`config.mk`:
```
export PLATFORM = sky130hd
export DESIGN_NAME = mmio_uart_tx
export DESIGN_NICKNAME = d
export VERILOG_FILES = /design/src/rtl/mmio_uart_tx.sv
export SDC_FILE = /design/constraint.sdc
export NUM_CORES = 1
export LEC_CHECK = 0
export BUFFER_PORTS_ARGS = -buffer_cell sky130_fd_sc_hd__buf_4
export CORE_MARGIN = 10
export CORE_UTILIZATION = 45
export CTS_CLUSTER_DIAMETER = 200
export DETAILED_ROUTE_END_ITERATION = 12
export PLACE_DENSITY = 0.69
export SLEW_MARGIN = 0
export SYNTH_ARGS = -nofsm -noshare
export SYNTH_HDL_FRONTEND = slang
export SYNTH_SLANG_ARGS = --single-unit
```
`constraint.sdc`:
```
create_clock -name clk -period 7.3 [get_ports clk]
set_input_delay 1.46 -clock clk [delete_from_list [all_inputs] [get_ports clk]]
set_output_delay 1.46 -clock clk [all_outputs]
set_load 0.01 [all_outputs]
```
`src/rtl/mmio_uart_tx.sv`:
```
// mmio_uart_tx: memory-mapped 8N1 UART transmitter on the CPU data bus, beside dmem.
// Latency: a byte stored at edge N is popped at edge N+1 (txd falls after it); a frame is 10*CLKS_PER_BIT cycles.
// Backpressure: none on the bus; a store to a full FIFO with no same-cycle pop is dropped and sets sticky overflow.
//
// Ports:
//   clk      block clock (same clock as dmem)
//   reset    asynchronous, active-high; clears FIFO, FSM, counters and overflow
//   daddr    CPU data byte address
//   dwdata   CPU store data; TXDATA takes [7:0], STATUS write uses bit 3 (clear overflow)
//   we       per-byte write enables; only we[0] is honoured
//   drdata   combinational read data, zero when not selected or when TXDATA is addressed
//   sel      combinational decode of the 8-byte register window at BASE_ADDR
//   txd      serial output, idles high
//   tx_busy  high while a frame is on the line or bytes are still queued
//
// Register map (daddr[1:0] ignored):
//   +0 TXDATA  write pushes dwdata[7:0]; reads return 0
//   +4 STATUS  {16'b0, count[7:0], 4'b0, overflow, busy, empty, full}

module mmio_uart_tx #(
  parameter logic [31:0] BASE_ADDR    = 32'hFFFF_0000,
  parameter int          CLKS_PER_BIT = 16,
  parameter int          FIFO_DEPTH   = 8
) (
  input  logic        clk,
  input  logic        reset,
  input  logic [31:0] daddr,
  input  logic [31:0] dwdata,
  input  logic [3:0]  we,
  output logic [31:0] drdata,
  output logic        sel,
  output logic        txd,
  output logic        tx_busy
);

  // FIFO pointers are log2(depth) bits so they wrap for free; the count
  // needs one more bit to represent the completely full case.
  localparam int AW = $clog2(FIFO_DEPTH);
  localparam int CW = AW + 1;
  localparam int BW = (CLKS_PER_BIT > 1) ? $clog2(CLKS_PER_BIT) : 1;

  localparam logic [BW-1:0] BAUD_LAST = BW'(CLKS_PER_BIT - 1);
  localparam logic [CW-1:0] DEPTH_C   = CW'(FIFO_DEPTH);

  typedef enum logic [1:0] {
    IDLE  = 2'd0,
    START = 2'd1,
    DATA  = 2'd2,
    STOP  = 2'd3
  } state_t;

  // ---------------------------------------------------------------------------
  // Bus decode
  // ---------------------------------------------------------------------------
  logic txdata_wr;
  logic status_wr;

  assign sel       = (daddr[31:3] == BASE_ADDR[31:3]);
  assign txdata_wr = sel & ~daddr[2] & we[0];
  assign status_wr = sel &  daddr[2] & we[0];

  // Bits of the bus this block deliberately ignores.
  logic unused_bus_bits;
  assign unused_bus_bits = ^{daddr[1:0], dwdata[31:8], we[3:1]};

  // ---------------------------------------------------------------------------
  // Transmit FIFO
  // ---------------------------------------------------------------------------
  logic [7:0]    fifo_mem [FIFO_DEPTH];
  logic [AW-1:0] rd_ptr;
  logic [AW-1:0] wr_ptr;
  logic [CW-1:0] count;
  logic          full;
  logic          empty;
  logic          push;
  logic          pop;
  logic [7:0]    head;

  assign full  = (count == DEPTH_C);
  assign empty = (count == '0);
  assign head  = fifo_mem[rd_ptr];

  // A store while full still fits when the serialiser frees a slot on the
  // same edge; the count then stays at FIFO_DEPTH.
  assign push = txdata_wr & (~full | pop);

  always_ff @(posedge clk or posedge reset) begin
    if (reset) begin
      rd_ptr <= '0;
      wr_ptr <= '0;
      count  <= '0;
    end else begin
      if (push) begin
        wr_ptr <= wr_ptr + 1'b1;
      end
      if (pop) begin
        rd_ptr <= rd_ptr + 1'b1;
      end
      case ({push, pop})
        2'b10:   count <= count + 1'b1;
        2'b01:   count <= count - 1'b1;
        default: count <= count;
      endcase
    end
  end

  // Storage needs no reset: entries are only read once the count says so.
  always_ff @(posedge clk) begin
    if (push) begin
      fifo_mem[wr_ptr] <= dwdata[7:0];
    end
  end

  // ---------------------------------------------------------------------------
  // Sticky overflow flag
  // ---------------------------------------------------------------------------
  logic overflow;

  always_ff @(posedge clk or posedge reset) begin
    if (reset) begin
      overflow <= 1'b0;
    end else if (status_wr & dwdata[3]) begin
      // Clear has priority over a set.
      overflow <= 1'b0;
    end else if (txdata_wr & ~push) begin
      overflow <= 1'b1;
    end
  end

  // ---------------------------------------------------------------------------
  // Serialiser FSM
  // ---------------------------------------------------------------------------
  state_t        state;
  state_t        state_d;
  logic [BW-1:0] baud_cnt;
  logic [BW-1:0] baud_d;
  logic [2:0]    bit_idx;
  logic [2:0]    bit_d;
  logic [7:0]    shift_reg;
  logic [7:0]    shift_d;
  logic          txd_q;
  logic          txd_d;
  logic          baud_last;

  assign baud_last = (baud_cnt == BAUD_LAST);

  always_ff @(posedge clk or posedge reset) begin
    if (reset) begin
      state     <= IDLE;
      baud_cnt  <= '0;
      bit_idx   <= '0;
      shift_reg <= '0;
      txd_q     <= 1'b1;
    end else begin
      state     <= state_d;
      baud_cnt  <= baud_d;
      bit_idx   <= bit_d;
      shift_reg <= shift_d;
      txd_q     <= txd_d;
    end
  end

  // txd is registered one stage ahead: each branch sets the level that the
  // line must carry during the state being entered.
  always_comb begin
    state_d = state;
    baud_d  = baud_cnt;
    bit_d   = bit_idx;
    shift_d = shift_reg;
    txd_d   = txd_q;
    pop     = 1'b0;

    case (state)
      IDLE: begin
        txd_d = 1'b1;
        if (!empty) begin
          pop     = 1'b1;
          shift_d = head;
          state_d = START;
          txd_d   = 1'b0;
          baud_d  = '0;
        end
      end

      START: begin
        if (baud_last) begin
          state_d = DATA;
          bit_d   = 3'd0;
          txd_d   = shift_reg[0];
          baud_d  = '0;
        end else begin
          baud_d = baud_cnt + 1'b1;
        end
      end

      DATA: begin
        if (baud_last) begin
          baud_d = '0;
          if (bit_idx == 3'd7) begin
            state_d = STOP;
            txd_d   = 1'b1;
          end else begin
            // Shift right and present the next bit (LSB first).
            bit_d   = bit_idx + 3'd1;
            shift_d = {1'b0, shift_reg[7:1]};
            txd_d   = shift_reg[1];
          end
        end else begin
          baud_d = baud_cnt + 1'b1;
        end
      end

      STOP: begin
        if (baud_last) begin
          baud_d = '0;
          if (!empty) begin
            // Chain straight into the next start bit: no idle gap between frames.
            pop     = 1'b1;
            shift_d = head;
            state_d = START;
            txd_d   = 1'b0;
          end else begin
            state_d = IDLE;
            txd_d   = 1'b1;
          end
        end else begin
          baud_d = baud_cnt + 1'b1;
        end
      end

      default: begin
        state_d = IDLE;
        txd_d   = 1'b1;
        baud_d  = '0;
      end
    endcase
  end

  // ---------------------------------------------------------------------------
  // Outputs and read path
  // ---------------------------------------------------------------------------
  logic        fsm_busy;
  logic [7:0]  count8;
  logic [31:0] status_word;

  assign fsm_busy    = (state != IDLE);
  assign count8      = 8'(count);
  assign status_word = {16'h0000, count8, 4'h0, overflow, fsm_busy, empty, full};

  assign drdata  = (sel & daddr[2]) ? status_word : 32'h0000_0000;
  assign txd     = txd_q;
  assign tx_busy = fsm_busy | ~empty;

endmodule

```
* Word-level counts from Yosys, hierarchy flattened *
Memory sizes are Yosys's and may differ from the RTL's.
Cells that the tools add are included.

cells by class
  add/subtract/negate cells = 6
  multipliers = 0
  div/mod/pow operators = 0
  magnitude comparators = 0
  equal/unequal tests = 15
  shift operators = 0
  multiplexer cells = 34
  bitwise operators = 13
  reduce and logical (&&, ||, !) cells = 12

operator list
  kind                  count
  $mux 8                4
  $eq 29x29->1 const B  1
  $pmux 8 s3            1
  $pmux 4 s2            2
  $mux 1                12
  $mux 12               1
  $ne 2x2->1 const B    6
  $mux 2                5
  $add 3x1->3 const B   3
  $mux 3                3
  $add 4x1->4 const B   2
  $eq 4x4->1 const B    2
  $mux 4                2
  $pmux 2 s4            1
  $reduce_and 4->1      2
  $reduce_bool 2->1     4
  $and 1x1->1           7
  $eq 2x2->1 const B    3
  $pmux 3 s2            1
  $reduce_and 5->1      1
  $eq 2x1->1 const B    2
  $logic_not 4->1       1
  $not 1->1             4
  $pmux 1 s4            1
  8 further kinds       9

storage, ports and cells
  flip-flop bits (word level) = 29
  latch bits = 0
  RAM bits = 64
  ROM bits = 0
  input bits = 70
  output and inout bits = 35
  word-level logic and storage cells = 90
  memories = 1

memories
  name      depth  bits a word  rd ports  clocked after memory_dff  write ports  line  source
  fifo_mem  8      8            1         0                         1            69    logic [7:0] fifo_mem [FIFO_DEPTH];

* Logic depth before layout (Yosys ltp) *
Gate-level depths: netlist (run 1).

  depth after elaboration = 10
  gate-level depth with buffers = 13

* Worst setup path before layout (run 1) *
OpenSTA, ideal clock, no wires.

  kind = input to output
  start point = input port daddr[10]
  end point = output port drdata[10]
  arrival time = 2.778 ns
  data required time = 5.840 ns
  slack = 3.062 ns
  cell stages on the path = 4
  path buffers = 0
  cells stage by stage = or4_4 > nor4_4 > and2_2 > and3_1

between the ends
  word-level cells in the longest chain between the ends = 3

ends and longest elaborated chain
  what             line  source
  start, declared  27    input logic [31:0] daddr,
  $eq 29x29->1     58    assign sel = (daddr[31:3] == BASE_ADDR[31:3]);
  via sel          31    output logic sel,
  $and 1x1->1      250   assign drdata = (sel & daddr[2]) ? status_word : 32'h0000_0000;
  $mux 12          250
  end, declared    30    output logic [31:0] drdata,

The timed path passes the listed nets, and every way through them passes these cells.

* Final worst setup path (run 1) *
  start point = input port daddr[10]
  end point = output port drdata[2]

between the ends
  word-level cells in the longest chain between the ends = 3

ends and longest elaborated chain
  what          line
  $eq 29x29->1  58
  $and 1x1->1   250
  $mux 12       250

Every way passes these cells.

==> flow_summary.yaml, run 1 <==
detailed_routing:
  dr.pass1.iters: 4
  drt_wl_total_um: 8906
  drcViolationCount: 0
  drt_iter0_markers: 190
  drtAntennaViolNets: 0
  drt-vias-per-instance: 5.274
  vias: 2658
  drt-wirelength-per-cell_um: 17.67
power:
  total_power_mw: 0.9337
  pwr_density_cell_nw_per_um2: 184.0
  p_leak_nw: 1.985
  ir_drop_v: 0.0001356
synthesis:
  synthArstFlopShare_pct: 31.18
  syn_area_per_cell_um2: 14.23
  synth.distinct_cells: 56
  synthesis.area_um2: 4439
  synth_edf_count: 64
  syn_inst: 312
  yosysSeqAreaShare_pct: 59.67
  ys.flop_type: "edfxtp_1"
  synth-warning-count: 0
  synth-seq-cells: 93
final_layout:
  layout_commonest_cell: "edfxtp_1"
  final_layout_size_suffix_gt1_share_pct: 30.73
  final_cells: 504
  largest_reg_flops: 64
  area.growth.synth_to_final_pct: 14.29
  fill_cells: 835
  final_area_um2: 5074
  antennaDiodeCount: 0
  nNetsFinal: 449
  layout_common_cells: "64 x edfxtp_1, 56 x buf_4, 28 x dfrtp_1"
sta:
  fin_crit_ns: 4.501
  grt_setup_unrepaired: "false"
  setup_viol: 0
  worst_pin_slew_ns: 1.105
  slew_headroom_pct: 26.22
  hold_violations: 0
  skew_ns: 0.01153
  timing.hold.ws_ns: 0.5084
  slew_viol_final: 0
  tns_ns: 0
  final.period_utilization_pct: 61.66
  max_freq_ghz: 0.2221
floorplanning:
  fp.dieH_um: 119.3
  dieArea_um2: 14240
  fp.coreArea_um2: 9684
  initial_core_util_pct: 45.84
  io_pins: 105
  rows: 36
  die-width_um: 119.3
placed_design:
  gp_congestion: 0.7213
  port_buffers: 51
  dp_hpwl_um: 6229
  place_area_um2: 4887
  dp.cells: 488
clocking:
  cts_buffer_depth: 2
  clock_latency_ns: 0.36
  root_buffer: "clkbuf_8"
  cts_hold_buf: 0
  clk_pin_slew_worst_paths_ns: 0.09
  cts.sinks: 93
  ctsResizeCount: 0
  numCtsBuffers: 9
  cts_tree: "yes"
  cts_max_level: 3
  postCtsSetupBuffers: 0
critical_path:
  crit_arrival_ns: 3.04
  cp_max_fo: 6
  cp-start-kind: "input pin"
  end_kind: "primary output"
  worstSetupPathType: "input pin to primary output"
  cp.required_ns: 5.84
global_route:
  overflow: 0
  grt.total_usage_pct: 12.78
  grt_max_degree: 30
  first_global_vias: 2731
  grt_pass1_wl_um: 14420
  antenna_found_initial: 0
job:
  drv_cap: 0
run_status:
  status: "completed"
min_path:
  hold_class: "register to register"
-- critical path, cell delays in order --
cell and delay [ns]:
buf_4 0.11, or4_4 0.53, nor4_4 0.38, nand3_1 0.24, nor2_1 0.17, buf_4 0.14
-- final timing paths --
| path | slack (ns) | endpoint | cells after the start | startpoint |
|---|---|---|---|---|
| worst max-delay path | 2.80 | drdata[2] | 6 | daddr[10] |
| worst min-delay path | 0.51 | bit_idx[1]$_DFFE_PP0P_ | 1 | bit_idx[1]$_DFFE_PP0P_ |
| worst max register to register | 4.31 | count[2]$_DFFE_PP0P_ | 11 | state[0]$_DFFE_PP0P_ |
| worst min register to register | 0.51 | bit_idx[1]$_DFFE_PP0P_ | 1 | bit_idx[1]$_DFFE_PP0P_ |
| max in group asynchronous | 5.25 | bit_idx[2]$_DFFE_PP0P_ | 2 | reset |
| min in group asynchronous | 1.37 | overflow$_DFFE_PP0P_ | 2 | reset |
-- cells by family (layout without fill, tap and decap cells) --
kind of cell    Yosys count  after routing  synth area share, %
compound gates           39             39                6.962
xor+xnor                  9              9                1.776
fa+ha+maj                13             13                3.664
buf+inv                  46             82                6.257
flops                    93             93                59.67
mux                      26             26                10.26
other cells               1             24              0.08447
simple gates             85             85                11.33
-- metal layers --
layer / GRT usage, % / vias to the layer above / routed length, um
li1: - / 1260 / -
met5: 0 / - / 0
met3: 4.393 / 9 / 434
met2: 22.20 / 45 / 4720
met4: 3.167 / 0 / 78
met1: 14.82 / 1344 / 3673
-- through the flow --
step	setup WS [ns]	util, %
floorplan	3.062	-
global placement	2.806	50.47
detailed placement	2.788	50.47
CTS	2.790	52.39
global route	2.688	52.39
finish	2.799	52.39
-- layout make-up --
type | instances | area, um2 | area share, %
Inverter | 10 | 37.54 | 0.7398
Clock inverter | 7 | 62.56 | 1.233
Sequential cell | 93 | 2649 | 52.21
Multi-Input combinational cell | 196 | 1614 | 31.81
Timing Repair Buffer | 56 | 420.4 | 8.286
Tap cell | 133 | 166.4 | 3.280
Clock buffer | 9 | 123.9 | 2.441
-- report_power, final --
group	leakage (nW)	total [mW]	internal, mW	switching, mW
clock network	0.0984	0.329	0.132	0.196
logic	0.915	0.0372	0.0172	0.0200
registers	0.972	0.568	0.566	0.00163
total	1.98	0.934	0.716	0.218
-- Yosys cell counts, types with 2 or more instances --
library cell	number	area [um2]
ha_1	13	162.7
edfxtp_1	64	1922
nand3b_1	3	22.52
nand2b_1	2	12.51
nor3_1	6	30.03
mux2_2	5	56.30
o21ai_0	7	35.03
mux2i_1	5	50.05
and3_1	5	31.28
nand3_1	8	40.04
xnor2_1	4	35.03
a211oi_1	4	30.03
nand4_1	6	37.54
o31ai_1	2	15.01
dfrtp_1	28	700.7
inv_1	10	37.54
nand2_1	20	75.07
nor4_4	2	42.54
a31oi_1	2	12.51
nor2_1	13	48.80
or4_1	2	15.01
mux4_2	15	337.8
a21bo_2	2	20.02
buf_4	24	180.2
nor4_1	7	43.79
o221a_2	7	78.83
xor2_1	5	43.79
a21oi_1	5	25.02
buf_2	6	30.03
clkbuf_1	4	15.01
Power figures use the tool's default switching activity.
==> run 2, diff against run 1 <==
--- a/config.mk
+++ b/config.mk
@@ -5,12 +5,13 @@
 export SDC_FILE = /design/constraint.sdc
 export NUM_CORES = 1
 export LEC_CHECK = 0
+export ABC_AREA = 1
 export BUFFER_PORTS_ARGS = -buffer_cell sky130_fd_sc_hd__buf_4
 export CORE_MARGIN = 10
 export CORE_UTILIZATION = 45
 export CTS_CLUSTER_DIAMETER = 200
 export DETAILED_ROUTE_END_ITERATION = 12
-export PLACE_DENSITY = 0.69
+export PLACE_DENSITY = 0.68
 export SLEW_MARGIN = 0
 export SYNTH_ARGS = -nofsm -noshare
 export SYNTH_HDL_FRONTEND = slang
==> constraint.sdc (replaced) <==
create_clock -name clk -period 4.4 [get_ports clk]
set_input_delay 0.88 -clock clk [delete_from_list [all_inputs] [get_ports clk]]
set_output_delay 0.88 -clock clk [all_outputs]
set_load 0.01 [all_outputs]
==> run 2 against run 1 <==
  * Global-route usage increased by 0.59 points
  * Clock skew about the same
  * Via count increased by 25%
  * Wire length increased by 9.4%
  * Register-to-register slack got worse by 2.6 ns
  * Non-clock buffer count is the same
  * Synthesized cell count increased by 56%
  * Setup slack lost 1.3 ns
  * First-iteration DRC count increased by 14%
==> flow_summary.yaml, run 2 <==
clocking:
  clk_pin_slew_worst_paths_ns: 0.09
  cts_max_level: 3
  cts_hold_buf: 0
  numCtsBuffers: 9
  clock_latency_ns: 0.37
  cts_tree: "yes"
  cts.sinks: 93
  cts_buffer_depth: 2
  postCtsSetupBuffers: 0
  root_buffer: "clkbuf_8"
  ctsResizeCount: 0
final_layout:
  layout_common_cells: "121 x nand2_1, 64 x edfxtp_1, 56 x buf_4"
  nNetsFinal: 626
  antennaDiodeCount: 0
  final_util_pct: 53.32
  final_layout_size_suffix_gt1_share_pct: 16.97
  largest_reg_flops: 64
  area.growth.synth_to_final_pct: 13.99
  layout_commonest_cell: "nand2_1"
global_route:
  grt.total_usage_pct: 13.37
  first_global_vias: 3202
  grt_pass1_wl_um: 15630
  antenna_found_initial: 0
  grt_max_degree: 41
  overflow: 0
sta:
  slew_headroom_pct: 25.28
  skew_ns: 0.01151
  max_freq_ghz: 0.3393
  worst_pin_slew_ns: 1.120
  final.period_utilization_pct: 66.98
  fin_crit_ns: 2.947
  tns_ns: 0
  slew_viol_final: 0
  setup_viol: 0
  grt_setup_unrepaired: "false"
  hold_violations: 0
critical_path:
  cp-start-kind: "input pin"
  cp.required_ns: 3.52
  cp_max_fo: 9
  crit-reg2reg-launch: "state[0]$_DFFE_PP0P_"
  end_kind: "primary output"
  crit_start: "daddr[3]"
  crit_arrival_ns: 2.07
  worstSetupPathType: "input pin to primary output"
floorplanning:
  fp.dieH_um: 121.3
  initial_core_util_pct: 46.78
  die-width_um: 121.3
  rows: 36
  io_pins: 105
  dieArea_um2: 14710
  fp.coreArea_um2: 9864
synthesis:
  ys.flop_type: "edfxtp_1"
  synth.largest_area_cell: "edfxtp_1"
  synth_top_area_share_pct: 41.65
  synthTopCellsByCount: "121 x nand2_1, 64 x edfxtp_1, 51 x nor2_1"
  syn_inst: 488
  synthesis.area_um2: 4614
  synth-warning-count: 0
  yosysSeqAreaShare_pct: 57.40
  synthArstFlopShare_pct: 31.18
  synth-seq-cells: 93
  synth.distinct_cells: 34
  syn_area_per_cell_um2: 9.456
  synth.most_common_cell: "nand2_1"
  synth_area_leaders: "edfxtp_1 42%, dfrtp_1 15%, nand2_1 9.8%"
  synth_edf_count: 64
placed_design:
  port_buffers: 51
  dp_hpwl_um: 6636
  gp_congestion: 0.8112
detailed_routing:
  dr.pass1.iters: 4
  vias: 3321
  drtAntennaViolNets: 0
  drt-wirelength-per-cell_um: 14.31
  drcViolationCount: 0
  drt_wl_total_um: 9744
  drt_iter0_markers: 217
  drt-vias-per-instance: 4.877
power:
  ir_drop_v: 0.0002618
  p_leak_nw: 2.281
  pwr_density_cell_nw_per_um2: 299.3
job:
  drv_cap: 0
min_path:
  hold_class: "register to register"
  min_from: "txd$_DFFE_PP1P_"
run_status:
  status: "completed"
## run 2: changes by cell type in the layout (fill, tap and decap cells not counted), moves of 7 or more
cell	change
nor2_1	+38
o21ai_1	+13
o221a_2	-7
inv_1	+29
o21ai_0	+23
nor4_1	-7
mux4_2	-15
nand3_1	+35
nand2_1	+101
## run 2: cell type report
class | count | area, um2
clock buffer | 9 | 123.9
clock inverter | 7 | 83.83
fill | 868 | 4604
inverter | 45 | 168.9
multi-input combinational | 338 | 1648
sequential | 93 | 2649
tap | 133 | 166.4
timing repair buffer | 56 | 420.4
## run 2: worst max-delay path: stages
cell,delay (ns)
buf_4,0.11
nor2_1,0.10
nand2_1,0.07
nor2_1,0.10
nand2_1,0.10
nor2_4,0.20
nand2_2,0.16
nor3_1,0.21
buf_4,0.16
## run 2: cells by family after synthesis
| kind of cell | Yosys count | share of synthesized area, % |
|---|---|---|
| AO/OA/AOI/OAI | 56 | 6.318 |
| XOR/XNOR | 7 | 1.329 |
| adder cells (fa/ha/maj) | 13 | 3.525 |
| buffers and inverters | 80 | 8.866 |
| flip-flops | 93 | 57.40 |
| other | 1 | 0.08127 |
| AND/OR/NAND/NOR | 238 | 22.48 |
## run 2: report_power, final
part / total, mW / leakage (nW) / internal, mW / switching, mW
Combinational: 0.0566 / 1.24 / 0.0253 / 0.0313
Clock: 0.582 / 0.106 / 0.231 / 0.351
Sequential: 0.936 / 0.937 / 0.936 / 0.00000000322
Total: 1.57 / 2.28 / 1.19 / 0.382
## run 2: stage by stage
| step | setup slack [ns] | power [mW] | std cells | cell area (um2) | hold WS (ns) |
|---|---|---|---|---|---|
| 3_3_place_gp | 1.466 | 1.009 | 665 | 5052 | 0.4692 |
| 6_report | 1.453 | 1.574 | 681 | 5260 | 0.4959 |
| 3_5_place_dp | 1.430 | 1.011 | 665 | 5052 | 0.4791 |
| 5_1_grt | 1.322 | 1.630 | 681 | 5260 | 0.5309 |
| 2_1_floorplan | 1.691 | 0.9907 | 511 | 4701 | 0.4511 |
| 4_1_cts | 1.445 | 1.584 | 681 | 5260 | 0.4988 |
## run 2: path summary, 6_finish.rpt
kind	to	slack, ns	cells after the start
max	drdata[0]	1.45	9
min	txd$_DFFE_PP1P_	0.50	2
max reg2reg	fifo_mem[7][3]$_DFFE_PP_	1.69	8
min reg2reg	txd$_DFFE_PP1P_	0.50	2
max in group asynchronous	bit_idx[1]$_DFFE_PP0P_	2.93	2
min in group asynchronous	count[1]$_DFFE_PP0P_	0.79	2
## run 2: routing by layer
layer,track usage [%],wire (um)
met5,0,0
met4,4.694,119
met3,3.443,637
met2,22.72,4895
met1,16.04,4091
